$ cat src/rtl/mdu_pkg.sv
// rtl/mdu_pkg.sv - op encodings, state enum and op-class helpers for mul_div_unit
package mdu_pkg;

   localparam logic [2:0] MDU_MULT  = 3'b000;
   localparam logic [2:0] MDU_MULTU = 3'b001;
   localparam logic [2:0] MDU_DIV   = 3'b010;
   localparam logic [2:0] MDU_DIVU  = 3'b011;
   localparam logic [2:0] MDU_MTHI  = 3'b100;
   localparam logic [2:0] MDU_MTLO  = 3'b101;

   typedef enum logic [1:0] {IDLE, MUL, DIV, FIX} mdu_state_t;

   function automatic logic is_mul(input logic [2:0] op);
      return (op == MDU_MULT) || (op == MDU_MULTU);
   endfunction

   function automatic logic is_div(input logic [2:0] op);
      return (op == MDU_DIV) || (op == MDU_DIVU);
   endfunction

   function automatic logic is_signed(input logic [2:0] op);
      return (op == MDU_MULT) || (op == MDU_DIV);
   endfunction

   function automatic logic is_mt(input logic [2:0] op);
      return (op == MDU_MTHI) || (op == MDU_MTLO);
   endfunction

endpackage

$ cat src/rtl/div_iter.sv
// rtl/div_iter.sv - unsigned radix-2 restoring divider, one quotient bit per cycle
module div_iter #(
   parameter int WIDTH = 32
) (
   input  logic             clk,
   input  logic             rst,
   input  logic             start,
   input  logic [WIDTH-1:0] abs_a,
   input  logic [WIDTH-1:0] abs_b,
   output logic             busy,
   output logic             done,
   output logic [WIDTH-1:0] quot,
   output logic [WIDTH-1:0] rem
);

   localparam int CW = $clog2(WIDTH);

   logic [CW-1:0]    cnt;
   logic [WIDTH-1:0] divisor;
   logic [WIDTH:0]   trial;

   // quot doubles as the dividend shift register; its MSB feeds the partial remainder
   assign trial = {rem, quot[WIDTH-1]} - {1'b0, divisor};
   assign done  = busy && (cnt == '0);

   always_ff @(posedge clk) begin
      if (rst) begin
         busy    <= 1'b0;
         cnt     <= '0;
         divisor <= '0;
         quot    <= '0;
         rem     <= '0;
      end else if (start) begin
         busy    <= 1'b1;
         cnt     <= CW'(WIDTH - 1);
         divisor <= abs_b;
         quot    <= abs_a;
         rem     <= '0;
      end else if (busy) begin
         if (trial[WIDTH]) begin
            rem  <= {rem[WIDTH-2:0], quot[WIDTH-1]};
            quot <= {quot[WIDTH-2:0], 1'b0};
         end else begin
            rem  <= trial[WIDTH-1:0];
            quot <= {quot[WIDTH-2:0], 1'b1};
         end
         if (cnt == '0)
            busy <= 1'b0;
         else
            cnt <= cnt - 1'b1;
      end
   end

endmodule

$ cat src/rtl/mul_div_unit.sv
// rtl/mul_div_unit.sv - multi-cycle multiply/divide unit with HI/LO registers for the EX stage
module mul_div_unit
   import mdu_pkg::*;
#(
   parameter int WIDTH      = 32,
   parameter int MUL_CYCLES = 2
) (
   input  logic             clk,
   input  logic             rst,
   input  logic             StartE,
   input  logic [2:0]       MDUOpE,
   input  logic [WIDTH-1:0] SrcAE,
   input  logic [WIDTH-1:0] SrcBE,
   input  logic             FlushE,
   output logic             BusyE,
   output logic             DoneE,
   output logic [WIDTH-1:0] HIOut,
   output logic [WIDTH-1:0] LOOut
);

   localparam int CNTW = $clog2(MUL_CYCLES + 1);

   mdu_state_t       state;
   logic [CNTW-1:0]  cnt;
   logic             accept;
   logic             a_neg;
   logic             b_neg;
   logic [WIDTH-1:0] abs_a;
   logic [WIDTH-1:0] abs_b;
   logic [2*WIDTH-1:0] ext_a;
   logic [2*WIDTH-1:0] ext_b;
   logic [2*WIDTH-1:0] prod_pipe [MUL_CYCLES];

   logic             q_neg;
   logic             r_neg;
   logic             b_zero;
   logic [WIDTH-1:0] a_hold;
   logic             div_busy;
   logic             div_done;
   logic [WIDTH-1:0] div_quot;
   logic [WIDTH-1:0] div_rem;
   logic [WIDTH-1:0] quot_fix;
   logic [WIDTH-1:0] rem_fix;

   assign accept = StartE && !FlushE && (state == IDLE) &&
                   (is_mul(MDUOpE) || is_div(MDUOpE) || is_mt(MDUOpE));

   assign a_neg = is_signed(MDUOpE) && SrcAE[WIDTH-1];
   assign b_neg = is_signed(MDUOpE) && SrcBE[WIDTH-1];
   assign abs_a = a_neg ? -SrcAE : SrcAE;
   assign abs_b = b_neg ? -SrcBE : SrcBE;

   // Low 2*WIDTH bits of the product of sign/zero-extended operands serve both variants
   assign ext_a = {{WIDTH{a_neg}}, SrcAE};
   assign ext_b = {{WIDTH{b_neg}}, SrcBE};

   always_ff @(posedge clk) begin
      prod_pipe[0] <= ext_a * ext_b;
      for (int i = 1; i < MUL_CYCLES; i++)
         prod_pipe[i] <= prod_pipe[i-1];
   end

   div_iter #(.WIDTH(WIDTH)) u_div_iter (
      .clk   (clk),
      .rst   (rst),
      .start (accept && is_div(MDUOpE)),
      .abs_a (abs_a),
      .abs_b (abs_b),
      .busy  (div_busy),
      .done  (div_done),
      .quot  (div_quot),
      .rem   (div_rem)
   );

   assign quot_fix = q_neg ? -div_quot : div_quot;
   assign rem_fix  = r_neg ? -div_rem  : div_rem;

   always_ff @(posedge clk) begin
      if (rst) begin
         state  <= IDLE;
         cnt    <= '0;
         BusyE  <= 1'b0;
         DoneE  <= 1'b0;
         HIOut  <= '0;
         LOOut  <= '0;
         q_neg  <= 1'b0;
         r_neg  <= 1'b0;
         b_zero <= 1'b0;
         a_hold <= '0;
      end else begin
         DoneE <= 1'b0;
         case (state)
            IDLE: begin
               if (accept) begin
                  if (MDUOpE == MDU_MTHI) begin
                     HIOut <= SrcAE;
                  end else if (MDUOpE == MDU_MTLO) begin
                     LOOut <= SrcAE;
                  end else if (is_mul(MDUOpE)) begin
                     state <= MUL;
                     BusyE <= 1'b1;
                     cnt   <= CNTW'(MUL_CYCLES - 1);
                  end else begin
                     state  <= DIV;
                     BusyE  <= 1'b1;
                     q_neg  <= a_neg ^ b_neg;
                     r_neg  <= a_neg;
                     b_zero <= (SrcBE == '0);
                     a_hold <= SrcAE;
                  end
               end
            end
            MUL: begin
               if (FlushE) begin
                  state <= IDLE;
                  BusyE <= 1'b0;
                  cnt   <= '0;
               end else if (cnt == '0) begin
                  {HIOut, LOOut} <= prod_pipe[MUL_CYCLES-1];
                  state <= IDLE;
                  BusyE <= 1'b0;
                  DoneE <= 1'b1;
               end else begin
                  cnt <= cnt - 1'b1;
               end
            end
            DIV: begin
               if (FlushE || (!div_done && !div_busy)) begin
                  state <= IDLE;
                  BusyE <= 1'b0;
               end else if (div_done) begin
                  state <= FIX;
               end
            end
            FIX: begin
               state <= IDLE;
               BusyE <= 1'b0;
               if (!FlushE) begin
                  DoneE <= 1'b1;
                  if (b_zero) begin
                     LOOut <= '1;
                     HIOut <= a_hold;
                  end else begin
                     LOOut <= quot_fix;
                     HIOut <= rem_fix;
                  end
               end
            end
            default: begin
               state <= IDLE;
               BusyE <= 1'b0;
            end
         endcase
      end
   end

endmodule

$ cat config.mk
export PLATFORM = sky130hd
export DESIGN_NAME = mul_div_unit
export DESIGN_NICKNAME = d
export VERILOG_FILES = /design/src/rtl/mdu_pkg.sv /design/src/rtl/div_iter.sv /design/src/rtl/mul_div_unit.sv
export SDC_FILE = /design/constraint.sdc
export NUM_CORES = 2
export LEC_CHECK = 0
export CAP_MARGIN = 20
export CORE_ASPECT_RATIO = 0.7
export CORE_MARGIN = 4
export CORE_UTILIZATION = 33
export CTS_BUF_LIST = sky130_fd_sc_hd__clkbuf_2
export DETAILED_ROUTE_END_ITERATION = 8
export PLACE_DENSITY = 0.47
export SYNTH_ARGS = -nofsm -noshare
export SYNTH_HDL_FRONTEND = slang
export SYNTH_SLANG_ARGS = --single-unit
$ cat constraint.sdc
create_clock -name clk -period 12.4 [get_ports clk]
set_clock_uncertainty 0.2 [all_clocks]
set_input_delay 1.24 -clock clk [delete_from_list [all_inputs] [get_ports clk]]
set_output_delay 1.24 -clock clk [all_outputs]
set_load 0.02 [all_outputs]
======== Word level (Yosys, flattened, before mapping) ========
Memory sizes are Yosys's and may differ from the RTL's.
Cells that the tools add are included.
cells by class
  multipliers ............................. 1
  equality and inequality tests ........... 22
  mux-type cells .......................... 56
  $add $sub $neg .......................... 7
  bitwise operators ....................... 4
  shifts and indexed selects .............. 0
  $lt $le $gt $ge ......................... 0
  reductions and logical operators ........ 34
  div/mod/pow operators ................... 0
operators with widths
  kind                                              number
  two-way mux 32 bit                                20
  one-hot mux 32 bit (3 select lines)               2
  negator 32 bit                                    4
  multiplier 33 x 33 -> 64 bit                      1
  subtractor 33 x 32 -> 33 bit                      1
  zero test 32 bit                                  1
  two-way mux 2 bit                                 14
  two-way mux 5 bit                                 3
  AND reduction 5 bit                               3
  != test 2 bit, second input constant              7
  two-way mux 1 bit                                 13
  AND reduction 6 bit                               2
  != test 3 bit, second input constant              3
  logical AND 1 bit                                 8
  != test 2 x 1 -> 1 bit, second input constant     4
  one-hot mux 2 bit (4 select lines)                1
  logical OR 1 bit                                  7
  AND reduction 7 bit                               1
  == test 3 x 2 -> 1 bit, second input constant     2
  == test 3 bit, second input constant              2
  zero test 5 bit                                   1
  subtractor 5 x 1 -> 5 bit, second input constant  1
  == test 2 bit, second input constant              2
  zero test 2 bit                                   2
  other kinds (14)                                  19
storage, ports and cells
  memory bits (writable) .................. 128
  memories ................................ 1
  bits in latches ......................... 0
  bits of input ports ..................... 71
  output and inout bits ................... 66
  register bits ........................... 207
  ROM bits ................................ 0
  logic and storage cells ................. 140
memories
  name       words  bits a word  read ports  clocked after memory_dff  write ports  RTL line            text
  prod_pipe  2      64           2           0                         2            mul_div_unit.sv:32  logic [2*WIDTH-1:0] prod_pipe [MUL_CYCLES];

======== Longest topological paths before layout ========
  depth in word-level cells ............... 8
  mapped depth ............................ 34
  depth with buffers taken out ............ 29

======== Modules after synthesis ========
A second synthesis with hierarchy kept.
second synthesis, totals
  cells, all modules ...................... 6,172
  area, all modules ....................... 54,134.4 µm²
modules (own cells, without submodules)
  module        times used  seq. area each (µm²)  area each (µm²)  cells an instance
  mul_div_unit  1           4,664.5               47,799.6         5,387
  div_iter      1           2,042.0               6,334.8          785

======== Least setup slack after synthesis ========
Ideal clock, no wire load.
  path type ............................... input to register
  from .................................... in MDUOpE[2]
  to ...................................... mem prod_pipe[0][63] (netlist bit)
  stages .................................. 32
  arrival ................................. 9.338 ns
  required time ........................... 12.128 ns
  slack ................................... 2.790 ns
  library setup time ...................... 0.072 ns
  buffers on the path ..................... 4
  cell sequence ........................... clkbuf_1 nor2_1 and2_1 clkbuf_1 buf_1 buf_1 nand2_1 inv_1 fa_1 inv_1 fa_1 inv_1 fa_1 fa_1 inv_1 fa_1 inv_1 fa_1 inv_1 fa_1 fa_1 inv_1 ha_1 a21oi_1 o21bai_1 a21oi_1 nand2b_1 nand2_1 a2111oi_0 o211ai_1 a31oi_1 xnor2_1
RTL lines
  element             RTL line            text
  start: declaration  mul_div_unit.sv:11  input logic [2:0] MDUOpE,
  end: declaration    mul_div_unit.sv:32

==> impl_metrics.env <==
export IMPL_post_route_min_period_ps=9655
export IMPL_final_cell_area_um2=57790
export IMPL_routabilityCongestion=0.9339
export IMPL_cts_tree="built"
export IMPL_cts_setup_buffers=0
export IMPL_grt_setup_unrepaired="no"
export IMPL_avgRoutedWirePerCell_um=23.57
export IMPL_pin_count=137
export IMPL_portBuffers=136
export IMPL_fmax_ghz=0.1036
export IMPL_area_delta_synth_final_pct=7.284
export IMPL_synth_seq_cells=335
export IMPL_crit_family="adder cells"
export IMPL_rows=123
export IMPL_end_kind="register"
export IMPL_syn_area_um2=53870
export IMPL_required_ps=13200
export IMPL_hp_class="reg2reg"
export IMPL_via_per_inst=5.094
export IMPL_cts_sinks=335
export IMPL_drc=0
export IMPL_initial_core_util=0.3337
export IMPL_synthCells=6122
export IMPL_vias=42000
export IMPL_syn_num_nets=7573
export IMPL_setup_tns_ps=0
export IMPL_outcome="complete, no violations"
export IMPL_ys_top_cells_by_area="fa_1, dfxtp_1, inv_1, nand2_1, ha_1"
export IMPL_die_x_um=490.9
export IMPL_maxSlewViolCount=0
export IMPL_drt_first_pass_iters=6
export IMPL_grt_ovfl_total=0
export IMPL_grt_max_degree=99
export IMPL_clkTransAtPathRegs_ps=150
export IMPL_fill_cells=16860
export IMPL_nets=7500
export IMPL_worstMarginPinSlew_ps=1180
export IMPL_final_hold_viol_count=0
export IMPL_ys_seq_area_frac=0.1245
export IMPL_cts_buffers_inserted=75
export IMPL_async_reset_ff_frac=0
export IMPL_synth_edf_count=0
export IMPL_critPathSlowestCell="clkdlybuf4s50_1"
export IMPL_final_cell_mix="inv_1, fa_1, nand2_1, dfxtp_1, and2_1"
export IMPL_synth_cell_type_count=77
export IMPL_drtIter0Drc=3422
export IMPL_critPathBufInv=7
export IMPL_grt_first_pass_wirelength_um=294100
export IMPL_grt_total_usage=0.2301
export IMPL_routed_wl_um=194400
export IMPL_cts_hold_buf=0
export IMPL_clock_path_buffers=3
export IMPL_fin_crit_sh=0.7786
export IMPL_crit_arrival_ps=10460
export IMPL_cp_max_fo=20
export IMPL_cts_resized=0
export IMPL_core_area_um2=161400
export IMPL_yosysTopAreaCell="fa_1"
export IMPL_die_area_um2=169900
export IMPL_die_h_um=346.0
export IMPL_cts_max_level=3
export IMPL_cp_slowest_stage_delay_ps=630
export IMPL_final_common_cell="inv_1"
export IMPL_synthesis_area_per_instance_um2=8.799
export IMPL_place_area_um2=56970
export IMPL_cp_common_cell="fa_1"
export IMPL_maxSlewHeadroom=0.2131
export IMPL_yosys_warnings=0
export IMPL_drive_gt1_frac=0.05128
export IMPL_grt_pass1_vias=43920
export IMPL_synth_top_area_frac=0.4185
export IMPL_worstSetupPathType="in2reg"
export IMPL_ant_nets=0
export IMPL_finalSetupViolCount=0
export IMPL_clock_latency_ps=1190
export IMPL_hpwl_um=151000
export IMPL_cts_root_buf="clkbuf_2"
export IMPL_worstSetupStartpointType="primary input"
export IMPL_ys_flop_type="dfxtp_1"
export IMPL_cap_violations=0
export IMPL_antenna_found_initial=20
worst paths after layout:
kind | start | end | slack [ps] | cells past startpoint
setup reg to reg | u_div_iter.quot[31] | u_div_iter.rem[31] | 7380 | 14
setup / recovery | MDUOpE[2] | prod_pipe[0][50] | 2750 | 28
hold / removal | prod_pipe[0][37] | prod_pipe[0][101] | 40 | 0
hold reg to reg | prod_pipe[0][37] | prod_pipe[0][101] | 40 | 0
sequential cells by signal, summed over array words and instances, names as in the netlist, 2 cells and up:
register	count
a_hold	32
cnt	2
u_div_iter.divisor	32
u_div_iter.cnt	5
u_div_iter.rem	32
HIOut	32
state	2
LOOut	32
u_div_iter.quot	32
prod_pipe	128
Yosys cell counts, types with 13 or more instances:
| cell type | instances |
|---|---|
| inv_1 | 1207 |
| fa_1 | 1126 |
| nand2_1 | 989 |
| dfxtp_1 | 335 |
| clkbuf_1 | 296 |
| and2_1 | 284 |
| nor2_1 | 266 |
| ha_1 | 254 |
| a21oi_1 | 178 |
| o21ai_0 | 177 |
| xnor2_1 | 130 |
| buf_1 | 88 |
| xor2_1 | 80 |
| a211oi_1 | 79 |
| a311oi_1 | 65 |
| a22oi_1 | 61 |
| mux2i_1 | 54 |
| nor3_1 | 37 |
| a21o_1 | 36 |
| nand2b_1 | 36 |
| o31ai_1 | 33 |
| nand3_1 | 31 |
| and3_1 | 27 |
| nor2b_1 | 24 |
| or3_1 | 21 |
| a31oi_1 | 16 |
| o41ai_1 | 16 |
| nand4_1 | 14 |
| nor4_1 | 14 |
| o211ai_1 | 13 |
stage by stage:
stage / hold WS [ps] / instances / setup WS (ps) / utilization
after detailed placement: 112.1 / 8095 / 1561 / 0.3529
final: 38.52 / 8245 / 2745 / 0.3580
after CTS: 28.16 / 8227 / 2876 / 0.3574
after global routing: 87.48 / 8240 / 2270 / 0.3579
after global placement: 111.4 / 8094 / 1600 / 0.3529
after floorplan: 109.6 / 6122 / 2790 / -
metal layers:
metal	share of wire	wire (um)	track usage	vias to the layer above
met2	0.43	83360	0.3445	1433
met1	0.47	92140	0.3427	21810
met3	0.074	14320	0.04492	207
met4	0.023	4539	0.05093	0
met5	0	0	0	-
li1	-	-	-	18550
final cells by class:
cell class / instances / area, um^2 / area share
Multi-Input combinational cell: 4186 / 41180 / 0.7127
Timing Repair Buffer: 244 / 1941 / 0.03358
Tap cell: 2125 / 2659 / 0.04601
Inverter: 1207 / 4531 / 0.07840
Clock buffer: 100 / 500.5 / 0.008660
Sequential cell: 335 / 6711 / 0.1161
Antenna cell: 16 / 40.04 / 0.0006928
Clock inverter: 32 / 222.7 / 0.003854
worst register-to-register path, stage by stage (launching register included):
cell and delay, ps:
dfxtp_1 430, inv_1 70, ha_1 230, fa_1 410, nor2b_1 230, o31ai_2 140, a21oi_1 340, o211ai_1 400
nor3_1 410, nor2_1 180, o311ai_4 300, buf_4 560, nand2_1 550, nor3b_1 330, o31a_1 150
logic make-up after synthesis:
family / count (synthesis) / share of synthesized area
AND/OR/NAND/NOR: 1791 / 0.1506
buffers and inverters: 1601 / 0.1122
adder cells (fa/ha/maj): 1380 / 0.4775
AO/OA/AOI/OAI: 748 / 0.09043
flip-flops: 335 / 0.1245
XOR/XNOR: 210 / 0.03415
multiplexers: 57 / 0.01066
Power is left out: the tool's default activity adds up to more than one toggle a clock period on the data nets, which glitch-free logic cannot reach.
